`src/rtl/fixed_special_ops_arbiter_pkg.sv`:
```
// Shared Q18.14 fixed-point constants and special-ops unit operation codes.
package fixed_special_ops_arbiter_pkg;

    localparam int FIXED_WIDTH = 32;
    localparam int FIXED_FRAC  = 14;

    localparam logic [31:0] FIXED_ZERO = 32'h0000_0000;
    localparam logic [31:0] FIXED_ONE  = 32'h0000_4000;

    localparam logic [3:0] OP_SQRT = 4'd0;
    localparam logic [3:0] OP_POW2 = 4'd1;
    localparam logic [3:0] OP_AVG  = 4'd4;
    localparam logic [3:0] OP_MAD  = 4'd8;

endpackage

```
`src/rtl/fixed_rr_arbiter.sv`:
```
// Round-robin grant: the first asserted request at or after ptr, wrapping modulo NREQ.
module fixed_rr_arbiter
    import fixed_special_ops_arbiter_pkg::*;
#(
    parameter int NREQ = 4,
    localparam int IW = (NREQ > 1) ? $clog2(NREQ) : 1
) (
    input  logic [NREQ-1:0] req,
    input  logic [IW-1:0]   ptr,
    output logic [NREQ-1:0] grant,
    output logic [IW-1:0]   index
);

    int   cand;
    logic found;

    always_comb begin
        grant = '0;
        index = '0;
        found = 1'b0;
        cand  = 0;
        for (int i = 0; i < NREQ; i++) begin
            cand = int'(ptr) + i;
            if (cand >= NREQ) begin
                cand = cand - NREQ;
            end
            if (!found && req[cand]) begin
                grant[cand] = 1'b1;
                index       = cand[IW-1:0];
                found       = 1'b1;
            end
        end
    end

endmodule

```
`src/rtl/fixed_special_ops_arbiter.sv`:
```
// Shares one multi-cycle special-ops unit among NREQ requesters, with a watchdog
// that flushes the unit and answers on its behalf when it never completes.
module fixed_special_ops_arbiter
    import fixed_special_ops_arbiter_pkg::*;
#(
    parameter int NREQ    = 4,
    parameter int TIMEOUT = 32
) (
    input  logic                      clk,
    input  logic                      reset,
    input  logic [NREQ-1:0]           req_valid,
    output logic [NREQ-1:0]           req_ready,
    input  logic [NREQ*32-1:0]        req_a,
    input  logic [NREQ*32-1:0]        req_b,
    input  logic [NREQ*4-1:0]         req_op,
    output logic                      rsp_valid,
    input  logic                      rsp_ready,
    output logic [$clog2(NREQ)-1:0]   rsp_id,
    output logic [31:0]               rsp_result,
    output logic                      rsp_overflow,
    output logic                      rsp_timeout,
    output logic                      alu_start,
    output logic [31:0]               alu_a,
    output logic [31:0]               alu_b,
    output logic [3:0]                alu_op,
    input  logic                      alu_done,
    input  logic [31:0]               alu_result,
    input  logic                      alu_overflow,
    output logic                      alu_reset
);

    localparam int IW = (NREQ > 1) ? $clog2(NREQ) : 1;
    localparam int CW = ($clog2(TIMEOUT + 1) > 5) ? $clog2(TIMEOUT + 1) : 5;

    typedef enum logic [1:0] {IDLE, ISSUE, WAIT, RESP} state_t;

    state_t          state;
    logic [IW-1:0]   ptr;
    logic [IW-1:0]   owner;
    logic [IW-1:0]   grant_index;
    logic [NREQ-1:0] grant;
    logic [CW-1:0]   wait_count;
    logic            transfer;

    fixed_rr_arbiter #(.NREQ(NREQ)) u_arb (
        .req   (req_valid),
        .ptr   (ptr),
        .grant (grant),
        .index (grant_index)
    );

    // Ready is gated by reset too, so nothing can be accepted while reset is held.
    assign req_ready = (state == IDLE && !reset) ? grant : '0;
    assign transfer  = |(req_valid & req_ready);

    always_ff @(posedge clk or posedge reset) begin
        if (reset) begin
            state        <= IDLE;
            ptr          <= '0;
            owner        <= '0;
            wait_count   <= '0;
            rsp_valid    <= 1'b0;
            rsp_id       <= '0;
            rsp_result   <= FIXED_ZERO;
            rsp_overflow <= 1'b0;
            rsp_timeout  <= 1'b0;
            alu_start    <= 1'b0;
            alu_reset    <= 1'b0;
            alu_a        <= '0;
            alu_b        <= '0;
            alu_op       <= '0;
        end else begin
            alu_start <= 1'b0;
            alu_reset <= 1'b0;
            case (state)
                IDLE: begin
                    if (transfer) begin
                        alu_a     <= req_a[32*int'(grant_index) +: 32];
                        alu_b     <= req_b[32*int'(grant_index) +: 32];
                        alu_op    <= req_op[4*int'(grant_index) +: 4];
                        owner     <= grant_index;
                        alu_start <= 1'b1;
                        state     <= ISSUE;
                    end
                end
                ISSUE: begin
                    wait_count <= '0;
                    state      <= WAIT;
                end
                WAIT: begin
                    // A completion landing on the last allowed cycle still counts as success.
                    if (alu_done) begin
                        rsp_result   <= alu_result;
                        rsp_overflow <= alu_overflow;
                        rsp_timeout  <= 1'b0;
                        rsp_id       <= owner;
                        rsp_valid    <= 1'b1;
                        state        <= RESP;
                    end else if (wait_count == CW'(TIMEOUT - 1)) begin
                        rsp_result   <= FIXED_ZERO;
                        rsp_overflow <= 1'b1;
                        rsp_timeout  <= 1'b1;
                        rsp_id       <= owner;
                        rsp_valid    <= 1'b1;
                        alu_reset    <= 1'b1;
                        state        <= RESP;
                    end else begin
                        wait_count <= wait_count + 1'b1;
                    end
                end
                RESP: begin
                    if (rsp_ready) begin
                        rsp_valid <= 1'b0;
                        ptr       <= (owner == IW'(NREQ - 1)) ? '0 : owner + 1'b1;
                        state     <= IDLE;
                    end
                end
                default: state <= IDLE;
            endcase
        end
    end

endmodule
```
`config.mk`:
```
export PLATFORM = sky130hd
export DESIGN_NAME = fixed_special_ops_arbiter
export DESIGN_NICKNAME = d
export VERILOG_FILES = /design/src/rtl/fixed_special_ops_arbiter_pkg.sv /design/src/rtl/fixed_rr_arbiter.sv /design/src/rtl/fixed_special_ops_arbiter.sv
export SDC_FILE = /design/constraint.sdc
export NUM_CORES = 1
export LEC_CHECK = 0
export ABC_AREA = 0
export BUFFER_PORTS_ARGS = -buffer_cell sky130_fd_sc_hd__buf_2
export CAP_MARGIN = 20
export CORE_AREA = 5 5 164 166
export CTS_CLUSTER_DIAMETER = 40
export CTS_CLUSTER_SIZE = 10
export DETAILED_ROUTE_END_ITERATION = 16
export DIE_AREA = 0 0 169 171
export HOLD_SLACK_MARGIN = 0.1
export SLEW_MARGIN = 0
export SYNTH_ARGS = -nofsm -noshare
export SYNTH_HDL_FRONTEND = slang
export SYNTH_HIERARCHICAL = 1
export SYNTH_SLANG_ARGS = --single-unit
```
`constraint.sdc`:
```
create_clock -name clk -period 7.55 [get_ports clk]
set_input_delay 2.265 -clock clk [delete_from_list [all_inputs] [get_ports clk]]
set_output_delay 2.265 -clock clk [all_outputs]
set_load 0.01 [all_outputs]
```
Yosys cells after proc, flatten, opt, wreduce, memory -nomap -nowiden:

Index checks and enable logic that the tools add are counted.

* bits in writable memories: 0
* input port bits: 313
* output and inout port bits: 111
* latch bits: 0
* register bits: 119
* memories kept: 0
* ROM bits: 0

* equal/unequal tests: 10
* muxes and demuxes: 60
* multiply operators: 0
* $lt $le $gt $ge: 12
* reductions and logical operators: 23
* $add $sub $neg: 9
* bitwise gates (word level): 4
* shift-type cells: 3
* divide/modulo/power cells: 0

Operators with widths (number)
* $shiftx 128x8->32: 2
* $mux 32: 6
* $ge 32x1->1 const B: 4
* $lt 32x4->1 const B: 4
* $ge 32x4->1 const B: 3
* $sub 32x4->32 const B: 3
* $mux 1: 25
* $mux 2: 11
* $mux 4: 5
* $shiftx 16x5->4: 1
* $mux 6: 2
* $or 4x4->4: 3
* $pmux 6 s2: 1
* $reduce_and 3->1: 3
* $bmux 1 s2: 4
* $demux 1 s2: 4
* $logic_and 1x1->1: 8
* $ne 2x2->1 const B: 4
* $pmux 2 s4: 1
* $add 2x2->3 const B: 2
* $add 6x1->6 const B: 1
* $eq 2x2->1 const B: 3
* $eq 6x5->1 const B: 1
* $reduce_and 2->1: 3
* 12 further kinds: 17

Depth between registers and ports, before layout:

* depth in word-level cells: 20
* mapped depth: 13
* mapped depth without buffers: 11

Hierarchy:

Netlist, hierarchy kept.

By module, submodules not included
* fixed_special_ops_arbiter: area an instance 6313.6 µm², times used 1, sequential area each 2977.9 µm², cells an instance 398
* fixed_rr_arbiter: area an instance 456.7 µm², times used 1, sequential area each 0.0 µm², cells an instance 49

Worst setup path before layout:

No wires, ideal clock.

* kind: input-to-output
* from: input port reset
* to: output port req_ready[0]
* stages: 2
* slack: 0.033 ns
* buffers on the path: 0
* arrival time: 5.252 ns
* data required time: 5.285 ns
* cell sequence: inv_1 > and3_1

* cells in the longest elaborated chain, start to end: 3

RTL lines
* from (decl): line fixed_special_ops_arbiter.sv:10 `input logic reset,`
* $logic_not 1->1 (no source line)
* $logic_and 1x1->1: line fixed_special_ops_arbiter.sv:53 `assign req_ready = (state == IDLE && !reset) ? grant : '0;`
* $mux 4: line fixed_special_ops_arbiter.sv:53
* to (decl): line fixed_special_ops_arbiter.sv:12 `output logic [NREQ-1:0] req_ready,`

Every way passes these cells.

Worst setup path in the final report:

* from: input port req_valid[3]
* to: output port req_ready[2]

* cells in the longest elaborated chain, start to end: 14
* elaborated cells between the ends (all ways): 29
* those cells by class: 20 x mux; 3 x bitwise; 6 x reduce/logical

RTL lines
* from (decl): line fixed_special_ops_arbiter.sv:11 `input logic [NREQ-1:0] req_valid,`
* $bmux 1 s2: line fixed_rr_arbiter.sv:27 `if (!found && req[cand]) begin`
* $mux 1 (implied by the code) (2 in a row): line fixed_rr_arbiter.sv:27
* $mux 1: line fixed_rr_arbiter.sv:27
* $logic_not 1->1: line fixed_rr_arbiter.sv:27
* $logic_and 1x1->1: line fixed_rr_arbiter.sv:27
* $mux 1: line fixed_rr_arbiter.sv:27
* $logic_not 1->1: line fixed_rr_arbiter.sv:27
* $logic_and 1x1->1: line fixed_rr_arbiter.sv:27
* $mux 1: line fixed_rr_arbiter.sv:27
* $logic_not 1->1: line fixed_rr_arbiter.sv:27
* $logic_and 1x1->1: line fixed_rr_arbiter.sv:27
* $mux 4 (*): line fixed_rr_arbiter.sv:27
* via grant[2]: line fixed_special_ops_arbiter.sv:41 `logic [NREQ-1:0] grant;`
* $mux 4 (*): line fixed_special_ops_arbiter.sv:53

The timed path passes the listed nets; every way through them passes the cells marked *. The select of a mux whose other input is x is not followed.

==> flow_summary.html <==
<table>
<tr><th>Metric</th><th>Value</th></tr>
<tr><th colspan="2">Timing</th></tr>
<tr><td>FMAX</td><td>0.1624 GHz</td></tr>
<tr><td>Period utilisation layout</td><td>81.53%</td></tr>
<tr><td>Tightest slew margin relative to the limit</td><td>37.36%</td></tr>
<tr><td>Clock period minus final worst setup slack</td><td>6.156 ns</td></tr>
<tr><td>Setup clock skew after layout</td><td>0.008551 ns</td></tr>
<tr><td>Slew @ Worst Pin</td><td>0.9396 ns</td></tr>
<tr><td>Unrepaired setup endpoints after global routing</td><td>no</td></tr>
<tr><td>Total Negative Setup Slacks</td><td>0 ns</td></tr>
<tr><td>Max-slew violations</td><td>0</td></tr>
<tr><td>Final hold violations</td><td>0</td></tr>
<tr><td>Setup violators final</td><td>0</td></tr>
<tr><th colspan="2">Yosys</th></tr>
<tr><td>Synth warnings</td><td>6</td></tr>
<tr><td>Post-synthesis async set-or-reset flop share</td><td>100.0%</td></tr>
<tr><td>Cell taking the most area after synthesis</td><td>sky130_fd_sc_hd__dfrtp_1</td></tr>
<tr><td>Synthesized flop and latch total</td><td>119</td></tr>
<tr><td>Number of enable flip-flop cells after synthesis</td><td>0</td></tr>
<tr><td>Biggest area contributors in the synthesized netlist</td><td>sky130_fd_sc_hd__dfrtp_1, sky130_fd_sc_hd__mux4_2, sky130_fd_sc_hd__mux2_2</td></tr>
<tr><td>Most common cell in the synthesized netlist</td><td>sky130_fd_sc_hd__dfrtp_1</td></tr>
<tr><td>Leading register cell type out of synthesis</td><td>sky130_fd_sc_hd__dfrtp_1</td></tr>
<tr><td>Fraction of the yosys area taken by sequential cells</td><td>43.98%</td></tr>
<tr><td>Count of unique library cells instantiated by Yosys</td><td>47</td></tr>
<tr><td>Total nets after synthesis</td><td>775</td></tr>
<tr><td>Post-synthesis average cell area</td><td>15.15 sq um</td></tr>
<tr><td>Top-area cell type share of the netlist area</td><td>43.98%</td></tr>
<tr><td>Post-synthesis instance area</td><td>6770 sq um</td></tr>
<tr><td>Gate count of the mapped netlist</td><td>447</td></tr>
<tr><td>Leading post-synthesis cells by instance count</td><td>sky130_fd_sc_hd__dfrtp_1, sky130_fd_sc_hd__mux4_2, sky130_fd_sc_hd__mux2_2</td></tr>
<tr><th colspan="2">Placed design</th></tr>
<tr><td>Port-buffer cells</td><td>423</td></tr>
<tr><td>Final HPWL from detailed placement</td><td>18470 um</td></tr>
<tr><td>Final weighted congestion of routability-driven global placement</td><td>0.8225</td></tr>
<tr><th colspan="2">Critical path</th></tr>
<tr><td>Start point of the critical path</td><td>req_valid[3]</td></tr>
<tr><td>Max FO, Critical Path</td><td>12</td></tr>
<tr><td>Number of cells traversed by the worst register-to-register path</td><td>10</td></tr>
<tr><td>Crit. End Element</td><td>primary output</td></tr>
<tr><td>R2R setup slack</td><td>3.16 ns</td></tr>
<tr><td>Startpoint types</td><td>primary input</td></tr>
<tr><td>Worst Path Class, Setup</td><td>in2out</td></tr>
<tr><td>Endpoint required time on the critical path</td><td>5.29 ns</td></tr>
<tr><td>Worst R2R Start</td><td>ptr[0]</td></tr>
<tr><td>Reg-to-reg critical path endpoint</td><td>alu_a[23]</td></tr>
<tr><td>Arr. time, crit path</td><td>3.89 ns</td></tr>
<tr><th colspan="2">Clock network</th></tr>
<tr><td>CTS Buffer Depth</td><td>2</td></tr>
<tr><td>Clock input transition at the sequential cells of the worst setup and hold paths</td><td>0.05 ns</td></tr>
<tr><td>Clock network latency to the later pin of the worst-skew pair</td><td>0.41 ns</td></tr>
<tr><td>Buffer cell driving the clock tree root</td><td>sky130_fd_sc_hd__clkbuf_16</td></tr>
<tr><td>CTS tree</td><td>built</td></tr>
<tr><td>Total of cells resized after clock tree synthesis</td><td>0</td></tr>
<tr><td># clock sinks</td><td>119</td></tr>
<tr><td>Number of clock buffers inserted by TritonCTS</td><td>17</td></tr>
<tr><td>Quantity of hold-fixing buffers added after cts</td><td>0</td></tr>
<tr><td>Max H-tree Level</td><td>4</td></tr>
<tr><td>Setup fix buffers added after clock tree synthesis</td><td>0</td></tr>
<tr><th colspan="2">Drt</th></tr>
<tr><td>Starting DRT DRC Count</td><td>249</td></tr>
<tr><td>Average detailed-routed wire length per instance</td><td>18.99 um</td></tr>
<tr><td>Detail Route Antenna Nets</td><td>0</td></tr>
<tr><td>Post-Route WL</td><td>23000 um</td></tr>
<tr><td>Residual DRC</td><td>0</td></tr>
<tr><td>Number of vias after detailed routing</td><td>5836</td></tr>
<tr><td>Via-per-instance ratio</td><td>4.819</td></tr>
<tr><td>Pre-Repair DR Iteration Count</td><td>4</td></tr>
<tr><th colspan="2">Power</th></tr>
<tr><td>Tot Pwr</td><td>4476 uW</td></tr>
<tr><td>Max IR drop VDD</td><td>0.2255 mV</td></tr>
<tr><td>PwrDens</td><td>454.8 nW/um^2</td></tr>
<tr><td>Leakage power</td><td>0.004799 uW</td></tr>
<tr><th colspan="2">Global route</th></tr>
<tr><td>Total track usage</td><td>15.21%</td></tr>
<tr><td>Number of antenna violations at the first check in global routing</td><td>3</td></tr>
<tr><td>Vias in the first global route</td><td>6202</td></tr>
<tr><td>Sum of overflow across all layers after global routing</td><td>0</td></tr>
<tr><td>Wire length of the first global-routing pass</td><td>34240 um</td></tr>
<tr><td>Largest net degree at the start of global routing</td><td>74</td></tr>
<tr><th colspan="2">Final layout</th></tr>
<tr><td>Core utilization of the finished layout</td><td>38.64%</td></tr>
<tr><td>Share of layout cells above drive strength 1</td><td>70.29%</td></tr>
<tr><td>Final-stage net count</td><td>1191</td></tr>
<tr><td>Layout Area Growth over Synthesis</td><td>45.37%</td></tr>
<tr><td>Layout filler cell count</td><td>2499</td></tr>
<tr><th colspan="2">Status</th></tr>
<tr><td>Run status</td><td>finished clean</td></tr>
<tr><th colspan="2">Hold path</th></tr>
<tr><td>Start point of the worst min-delay path</td><td>rsp_result[26]</td></tr>
<tr><td>End point of the worst hold path</td><td>rsp_result[26]</td></tr>
<tr><td>Cell depth of the worst min-delay path</td><td>1</td></tr>
<tr><td>Hold Path Class</td><td>reg2reg</td></tr>
<tr><th colspan="2">Job</th></tr>
<tr><td>Max-Cap Viols</td><td>0</td></tr>
<tr><th colspan="2">Floorplanning</th></tr>
<tr><td>Die X</td><td>169 um</td></tr>
<tr><td>Core area</td><td>25470 sq um</td></tr>
<tr><td>Std cell rows</td><td>59</td></tr>
<tr><td>Number of ports placed on the die boundary</td><td>424</td></tr>
<tr><td>Starting utilization of the core area</td><td>26.58%</td></tr>
<tr><td>Area of the die</td><td>28900 sq um</td></tr>
<tr><td>Chip height</td><td>171 um</td></tr>
</table>
==> where the power goes <==
group / internal, uW / leakage, uW / switching [uW]
clock network: 530 / 0.000285 / 306
registers: 937 / 0.00147 / 174
logic: 1350 / 0.00305 / 1180
total: 2820 / 0.00480 / 1660
==> cells by family after synthesis <==
| group | count (synthesis) | share of synthesized area, % |
|---|---|---|
| multiplexers | 152 | 37.70 |
| AO/OA/AOI/OAI | 77 | 8.557 |
| AND/OR/NAND/NOR | 39 | 3.419 |
| adder cells (fa/ha/maj) | 15 | 2.772 |
| flip-flops | 119 | 43.98 |
| buffers and inverters | 45 | 3.567 |
==> area by class of cell <==
cell class	count	area, sq um	area share [%]
Clock buffer	18	439.2	4.462
Multi-Input combinational cell	283	3585	36.42
Clock inverter	13	172.7	1.754
Sequential cell	119	2978	30.26
Tap cell	335	419.2	4.259
Inverter	11	43.79	0.4450
Antenna cell	1	2.502	0.02543
Timing Repair Buffer	431	2202	22.37
==> placed cells by master (no fill, tap or decap), types with 8 or more instances in the layout <==
cell type                   count
sky130_fd_sc_hd__a21oi_1        9
sky130_fd_sc_hd__a22o_1        35
sky130_fd_sc_hd__a22oi_1        8
sky130_fd_sc_hd__buf_2        423
sky130_fd_sc_hd__clkbuf_16     17
sky130_fd_sc_hd__dfrtp_1      119
sky130_fd_sc_hd__ha_1          15
sky130_fd_sc_hd__inv_1          9
sky130_fd_sc_hd__mux2_2        65
sky130_fd_sc_hd__mux2_4         9
sky130_fd_sc_hd__mux4_2        71
sky130_fd_sc_hd__nand2_1       11
==> per-layer routing <==
metal,up-vias,GRT usage (%),share of wire [%]
li1,2625,-,-
met1,2909,17.78,37
met2,272,26.71,53
met3,28,5.199,8.2
met4,2,4.305,2.2
met5,-,0,0.070
==> sequential cells by signal (all words and copies together), names as in the netlist <==
signal        count
alu_start         1
wait_count        6
alu_reset         1
rsp_overflow      1
ptr               2
alu_op            4
rsp_result       32
alu_a            32
owner             2
state             2
rsp_timeout       1
rsp_valid         1
rsp_id            2
alu_b            32
==> through the flow <==
| stage | std cells | area (sq um) | setup slack [ns] | hold WS [ns] |
|---|---|---|---|---|
| finish | 1211 | 9842 | 1.394 | 0.4907 |
| global route | 1211 | 9842 | 1.282 | 0.5114 |
| CTS | 1210 | 9839 | 1.390 | 0.4966 |
| detailed placement | 1179 | 9228 | 1.397 | 0.4797 |
| global placement | 1179 | 9228 | 1.423 | 0.4785 |
| floorplan | 447 | 6770 | 0.03339 | 0.4742 |
==> worst max-delay path by stage <==
stage	endpoint	slack (ns)	cells past startpoint
after detailed placement	req_ready[0]	1.40	8
after floorplan	req_ready[0]	0.03	2
after global placement	req_ready[2]	1.42	8
after global routing	req_ready[2]	1.28	8
final	req_ready[2]	1.39	7
after CTS	req_ready[1]	1.39	8
==> worst max-delay path: stages <==
cell	delay, ns
sky130_fd_sc_hd__buf_2	0.14
sky130_fd_sc_hd__mux4_2	0.64
sky130_fd_sc_hd__nor3_4	0.30
sky130_fd_sc_hd__a22oi_1	0.12
sky130_fd_sc_hd__o21ai_1	0.13
sky130_fd_sc_hd__and3_1	0.17
sky130_fd_sc_hd__buf_2	0.12
No activity file was read; power rests on OpenSTA's default activity.
